**config.mk**
```make
export PLATFORM = sky130hd
export DESIGN_NAME = sync_filter_edge
export DESIGN_NICKNAME = d
export VERILOG_FILES = /design/src/rtl/sync_filter_edge.sv
export SDC_FILE = /design/constraint.sdc
export NUM_CORES = 1
export LEC_CHECK = 0
export ABC_AREA = 1
export BUFFER_PORTS_ARGS = -buffer_cell sky130_fd_sc_hd__buf_2
export CELL_PAD_IN_SITES_DETAIL_PLACEMENT = 1
export CELL_PAD_IN_SITES_GLOBAL_PLACEMENT = 1
export CORE_UTILIZATION = 34
export DETAILED_ROUTE_END_ITERATION = 10
export PLACE_DENSITY_LB_ADDON = 0.1
export SLEW_MARGIN = 20
export SYNTH_ARGS = -nofsm -noshare
export SYNTH_HDL_FRONTEND = slang
export SYNTH_SLANG_ARGS = --single-unit
```
**constraint.sdc**
```tcl
create_clock -name clk -period 1.2 [get_ports clk]
set_input_delay 0.18 -clock clk [delete_from_list [all_inputs] [get_ports clk]]
set_output_delay 0.18 -clock clk [all_outputs]
set_load 0.02 [all_outputs]
```
**src/rtl/sync_filter_edge.sv**
```systemverilog
// sync_filter_edge: per-channel N-flop synchroniser, optional glitch filter and rise/fall/any-change pulses
//   clk        clock
//   rst_n      asynchronous active-low reset
//   Async_Bits asynchronous inputs, one per channel
//   Sync_Bits  synchronised (and filtered) levels
//   Rise_Pulse one-cycle pulse on each 0->1 of Sync_Bits
//   Fall_Pulse one-cycle pulse on each 1->0 of Sync_Bits
//   Any_Change OR of all rise and fall pulses
module sync_filter_edge #(
  parameter int NUM_STAGES = 2,
  parameter int BUS_WIDTH = 4,
  parameter logic [BUS_WIDTH-1:0] RST_VAL = {BUS_WIDTH{1'b0}},
  parameter int FILTER_CYCLES = 0
) (
  input  logic                 clk,
  input  logic                 rst_n,
  input  logic [BUS_WIDTH-1:0] Async_Bits,
  output logic [BUS_WIDTH-1:0] Sync_Bits,
  output logic [BUS_WIDTH-1:0] Rise_Pulse,
  output logic [BUS_WIDTH-1:0] Fall_Pulse,
  output logic                 Any_Change
);
  logic [BUS_WIDTH-1:0] raw, filt, prev;
  if (NUM_STAGES < 2) begin : g_bad
    $error("sync_filter_edge: NUM_STAGES must be >= 2");
  end
  for (genvar g = 0; g < BUS_WIDTH; g++) begin : g_ch
    logic [NUM_STAGES-1:0] st;
    always_ff @(posedge clk or negedge rst_n)
      if (!rst_n) st <= {NUM_STAGES{RST_VAL[g]}};
      else st <= {st[NUM_STAGES-2:0], Async_Bits[g]};
    assign raw[g] = st[NUM_STAGES-1];
    if (FILTER_CYCLES == 0) begin : g_byp
      assign filt[g] = raw[g];
    end else begin : g_flt
      localparam int CW = $clog2(FILTER_CYCLES + 1);
      localparam logic [CW-1:0] LAST = CW'(FILTER_CYCLES - 1);
      logic f;
      logic [CW-1:0] cnt;
      // cnt counts consecutive cycles raw has disagreed with the accepted level
      always_ff @(posedge clk or negedge rst_n)
        if (!rst_n) begin
          f <= RST_VAL[g];
          cnt <= '0;
        end else if (raw[g] == f) begin
          cnt <= '0;
        end else if (cnt == LAST) begin
          f <= raw[g];
          cnt <= '0;
        end else begin
          cnt <= cnt + 1'b1;
        end
      assign filt[g] = f;
    end
  end
  // history resets to RST_VAL so neither reset edge can produce a pulse
  always_ff @(posedge clk or negedge rst_n)
    if (!rst_n) prev <= RST_VAL;
    else prev <= filt;
  assign Sync_Bits = filt;
  assign Rise_Pulse = filt & ~prev;
  assign Fall_Pulse = ~filt & prev;
  assign Any_Change = |(Rise_Pulse | Fall_Pulse);
endmodule

```
==> reports/qor.yml, run 1 <==
synthesis:
  yosysWarnings: 0
  synth_area_leader_cell: "dfrtp_1"
  muxShareOfSynthArea_pct: 0
  yosys.area.top_type_share_pct: 62.7
  syn_avg_cell_area_sq_um: 13.0
  synth_fp_nets: 51
  synth_edf_count: 0
  yosysMostFrequentCell: "dfrtp_1"
  yosys.area_share.simple_pct: 2.35
  synthFlopType: "dfrtp_1"
  ys_ff_latch: 12
  synthArstFlopShare_pct: 100
  synth_top_family_by_area: "adder cells"
  synthTopCellsByArea: "dfrtp_1, ha_1, inv_1, buf_4, nand2_1"
  synth-seq-area-share_pct: 62.7
  synth_cells: 37
  synth_compound_area_share_pct: 0
  synth_common_cells: "dfrtp_1, inv_1, ha_1"
  post_synth_fa_ha_maj_area_fraction_pct: 20.9
  synth_xor_area_share_pct: 0
  synthesis.area_sq_um: 479
  yosysUniqueCellTypes: 5
hold_path:
  min_to: "g_ch[2].st[0]"
  hold_path_class: "in2reg"
  holdCritStartpoint: "Async_Bits[2]"
  holdPathStages: 1
timing:
  grt_setup_unrepaired: "yes"
  slew_headroom_pct: 82.7
  fmax_mhz: 701
  finalClockSkew_ns: 0.00396
  finalSetupTns_ns: -0.639
  post-route-period-util_pct: 119
  worst_pin_slew_ns: 0.260
  setup_violations: 6
  slew_violations: 0
  hold_slack_ns: 0.0172
  layout_setup_ws_ns: -0.227
  min_period_ns: 1.43
  hold_violations: 0
pwr:
  p_leak_nw: 0.401
  power_mw: 0.892
  ir_worst_vdd_v: 0.000641
  power_per_cell_area_mw_per_mm2: 1210
place:
  hpwl_um: 621
  dpl-instance-area_sq_um: 588
  numPortBuffers: 18
  gp_routability_congestion: 0.650
floorplanning:
  io_pins: 19
  die_w_um: 39.5
  rows: 13
  die_h_um: 39.5
  core_area_sq_mm: 0.00130
  start_util_pct: 36.8
  die_area_sq_mm: 0.00156
clock_network:
  htreeDepth: 1
  clk_path_buf_depth: 2
  cts_tree: "done"
  cts_sinks: 12
  clk_pin_slew_ns: 0.08
  root_buffer: "clkbuf_4"
  cts_buffers: 3
  clock_latency_ns: 0.26
critical_path:
  critPathMaxStageDelay_ns: 0.38
  cp_slowest_cell: "dfrtp_1"
  rr_worst_depth: 2
  rr_endpoint: "prev[3]"
  crit_fanout: 2
  cp.arrival_ns: 1.25
  start_kind: "register"
  cp.required_ns: 1.02
  r2r-start: "g_ch[3].st[1]"
  path_class: "reg2out"
  end_kind: "output port"
  crit_chain: "inv_1, ha_1, nand2_1, inv_1, nand2_1, buf_6"
  rrSetupSlack_ns: 0.45
layout:
  drive_above_1_share_pct: 54.1
  diodes: 0
  fin_area_sq_um: 734
  syn2layout_area_growth_pct: 53.3
  nets: 76
route:
  routed_wl_um: 799
  routed_via_density: 4.14
  drt_first_pass_iters: 2
  ant_nets: 0
  wl_per_cell_um: 10.5
  vias: 315
  drtIter0Drc: 1
  drc: 0
status:
  violations: "setup timing"
  status: "complete, but fails checks"
grt:
  antenna_found_initial: 0
  grt_first_pass_wirelength_mm: 1.16
  first_global_vias: 300
  grt_overflow: 0
  grt_max_degree: 13
  gr-usage-all-layers_pct: 11.4
run:
  drv_cap: 0
[where the power goes]
part	switching [mW]	internal, mW
Sequential	0.0108	0.425
Combinational	0.0734	0.0698
Clock	0.130	0.184
[cells in the final DEF (no fill, tap or decap), drive strengths merged]
master,instances
inv,10
ha,8
dlygate4sd3,1
dfrtp,12
clkbuf,4
buf,23
nand2,3
[logic make-up after synthesis]
kind of cell / count (synthesis)
flops: 12
fa+ha+maj: 8
simple gates: 3
buf+inv: 14
[sequential cells by signal, indices dropped and copies added, names as in the netlist]
signal   flops
prev         4
g_ch.st      8
[stage by stage]
step                      instances  worst slack, ns  util, %
after floorplan                  37            0.102        -
after global placement           70           0.0731     45.2
after detailed placement         70           0.0274     45.2
after CTS                        75           -0.233     53.2
after global routing             76           -0.291     56.4
final                            76           -0.227     56.4
[worst max-delay path, delay by kind of cell, from the launching register on]
family	cells	cell delay [ns]
adders and majority gates	1	0.27
buffers and inverters	3	0.20
DFF	1	0.38
and+or+nand+nor	2	0.14
[layout make-up]
class / instances / area, sq um
fill: 142 / 567
sequential: 12 / 300
timing repair buffer: 24 / 198
multi-input combinational: 11 / 144
inverter: 10 / 37.5
clock buffer: 4 / 36.3
tap: 15 / 18.8
[timing repair]
| item | in CTS | in global routing |
|---|---|---|
| pin swaps | 1 | 5 |
| hold buffers | 1 | 0 |
| gates cloned | 0 | 0 |
| setup endpoints to repair | 7 | 9 |
| gates resized for setup | 17 | 9 |
| endpoints found under the hold margin | 12 | 0 |
| setup buffers | 1 | 1 |
[metal layers]
metal | up-vias | global-route usage (%) | part of all wire [%]
met5 | - | 0 | 0
met4 | 0 | 5.17 | 0.75
met3 | 2 | 1.70 | 5.0
met2 | 14 | 24.2 | 56
met1 | 151 | 9.85 | 39
li1 | 148 | - | -
[worst max-delay path by stage]
stage / start / end / slack, ns / depth (start not counted)
global route: g_ch[3].st[1] / Any_Change / -0.29 / 6
global placement: g_ch[0].st[1] / Any_Change / 0.07 / 6
finish: g_ch[3].st[1] / Any_Change / -0.23 / 6
detailed placement: g_ch[0].st[1] / Any_Change / 0.03 / 6
floorplan: g_ch[2].st[1] / Any_Change / 0.10 / 5
CTS: g_ch[3].st[1] / Any_Change / -0.23 / 6
Power figures use the tool's default switching activity.
==> inputs of run 2 (changes only) <==
--- a/config.mk
+++ b/config.mk
@@ -6,11 +6,12 @@
 export NUM_CORES = 1
 export LEC_CHECK = 0
 export ABC_AREA = 1
-export BUFFER_PORTS_ARGS = -buffer_cell sky130_fd_sc_hd__buf_2
 export CELL_PAD_IN_SITES_DETAIL_PLACEMENT = 1
 export CELL_PAD_IN_SITES_GLOBAL_PLACEMENT = 1
-export CORE_UTILIZATION = 34
+export CORE_AREA = 2 2 39 41
 export DETAILED_ROUTE_END_ITERATION = 10
+export DIE_AREA = 0 0 41 43
+export DONT_BUFFER_PORTS = 1
 export PLACE_DENSITY_LB_ADDON = 0.1
 export SLEW_MARGIN = 20
 export SYNTH_ARGS = -nofsm -noshare
==> reports/qor.yml, run 2 (synthesized netlist as in run 1, its figures left out) <==
status:
  status: "complete, but fails checks"
  violations: "setup timing"
pwr:
  power_mw: 0.783  # -12%
  p_leak_nw: 0.322  # -20%
  power_per_cell_area_mw_per_mm2: 1250  # +2.7%
  ir_worst_vdd_v: 0.000541  # -16%
place:
  numPortBuffers: 0  # -18
  place_ws_ns: 0.0798  # +0.0524 ns
  hpwl_um: 554  # -11%
  gp_routability_congestion: 0.592  # -8.8%
  dpl-instance-area_sq_um: 499  # -15%
critical_path:
  end_kind: "output port"
  path_buf_inv: 2  # -1
  cp_slowest_cell: "dfrtp_1"
  cp.required_ns: 1.02  # about the same
  cp.arrival_ns: 1.18  # -0.07 ns
  crit_chain: "inv_1, ha_1, nand2_1, inv_1, nand2_2"
  path_class: "reg2out"
  crit_fanout: 2  # unchanged
  start_kind: "register"
  critPathMaxStageDelay_ns: 0.37  # about the same
  crit_path_frequent_cell: "inv_1"
  cpLargestDelayFamily: "flip-flops"
layout:
  largest_register_ffs: 8  # unchanged
  nets: 61  # -20%
  syn2layout_area_growth_pct: 31.1
  largestRegisters: "g_ch.st x8, prev x4"
  final_common_cell: "dfrtp_1"
  diodes: 0  # unchanged
  final_cell_mix: "dfrtp_1, inv_1, dlygate4sd3_1"
  fin_area_sq_um: 628  # -14%
  fill_cells: 150  # +5.6%
  drive_above_1_share_pct: 26.7  # -27 points
  top_register: "g_ch.st"
timing:
  fmax_mhz: 736  # +5.0%
  grt_setup_unrepaired: "yes"
  worst_pin_slew_ns: 0.525  # +0.266 ns
  setup_violations: 1  # -5
  finalClockSkew_ns: 0.00211  # -0.00186 ns
  slew_headroom_pct: 64.9  # -18 points
  hold_violations: 0  # unchanged
  post-route-period-util_pct: 113  # -5.6 points
  min_period_ns: 1.36  # -0.0674 ns
  layout_setup_ws_ns: -0.159  # +0.0674 ns
  slew_violations: 0  # unchanged
  finalSetupTns_ns: -0.159  # +0.479 ns
floorplanning:
  die_area_sq_mm: 0.00176  # +13%
  die_h_um: 43  # +8.8%
  start_util_pct: 34.6  # -2.2 points
  rows: 14  # +1
  core_area_sq_mm: 0.00138  # +6.3%
  die_w_um: 41  # +3.7%
  io_pins: 19  # unchanged
grt:
  grt_overflow: 0  # unchanged
  grt_max_degree: 13  # unchanged
  gr-usage-all-layers_pct: 9.72  # -1.7 points
  first_global_vias: 287  # -4.3%
  antenna_found_initial: 0  # unchanged
  grt_first_pass_wirelength_mm: 1.12  # -3.6%
route:
  drc: 0  # unchanged
  drtIter0Drc: 1  # unchanged
  drt_first_pass_iters: 3  # +1
  wl_per_cell_um: 11.6  # +10%
  vias: 267  # -15%
  ant_nets: 0  # unchanged
  routed_via_density: 4.38  # +5.6%
  routed_wl_um: 707  # -12%
clock_network:
  clock_latency_ns: 0.26  # about the same
  cts_sinks: 12  # unchanged
  htreeDepth: 1  # unchanged
  cts_buffers: 3  # unchanged
  root_buffer: "clkbuf_4"
  clk_pin_slew_ns: 0.07  # about the same
  clk_path_buf_depth: 2  # unchanged
  cts_tree: "done"
hold_path:
  hold_path_class: "in2async"
run:
  drv_cap: 0  # unchanged
[run 2: timing repair]
action | 4_1_cts | 5_1_grt
setup endpoints to repair | 5 | 8
resized for setup | 9 | 1
setup buffers | 0 | 0
hold endpoints to repair | 16 | 0
pin swaps | 5 | 0
hold buffers | 5 | 0
[run 2: area by class of cell]
class / instances / area, sq um / share of cell area, %
flip-flops and latches: 12 / 300 / 47.8
multi-input cells: 11 / 164 / 26.1
repair buffers: 9 / 83.8 / 13.3
inverters: 10 / 37.5 / 5.98
clock buffers: 3 / 22.5 / 3.59
well taps: 16 / 20.0 / 3.19
[run 2: per-stage QoR]
stage | hold WS (ns) | std cells | util (%)
after floorplan | -0.116 | 37 | -
after global placement | -0.115 | 53 | 36.1
after detailed placement | -0.115 | 53 | 36.1
after CTS | 0.339 | 61 | 45.1
after global routing | 0.345 | 61 | 45.4
final | 0.330 | 61 | 45.4
[run 2: final timing paths]
kind / startpoint / endpoint / slack (ns) / depth (start not counted)
min in group clk: g_ch[3].st[0] / g_ch[3].st[1] / 0.35 / 0
max in group asynchronous: rst_n / prev[0] / 0.52 / 1
min: rst_n / g_ch[0].st[1] / 0.33 / 1
max reg2reg: g_ch[2].st[1] / prev[2] / 0.53 / 1
min reg2reg: g_ch[3].st[0] / g_ch[3].st[1] / 0.35 / 0
max: g_ch[0].st[1] / Any_Change / -0.16 / 5
[run 2: routing by layer]
| layer | part of all wire [%] | GRT usage [%] | vias up |
|---|---|---|---|
| li1 | - | - | 119 |
| met5 | 0 | 0 | - |
| met4 | 0 | 8.00 | 0 |
| met1 | 36 | 9.59 | 134 |
| met3 | 9.2 | 1.57 | 0 |
| met2 | 55 | 16.3 | 14 |
[run 2: power breakdown]
| group | switching (mW) | internal (mW) |
|---|---|---|
| registers | 0.00946 | 0.425 |
| clock network | 0.117 | 0.116 |
| logic | 0.0694 | 0.0471 |
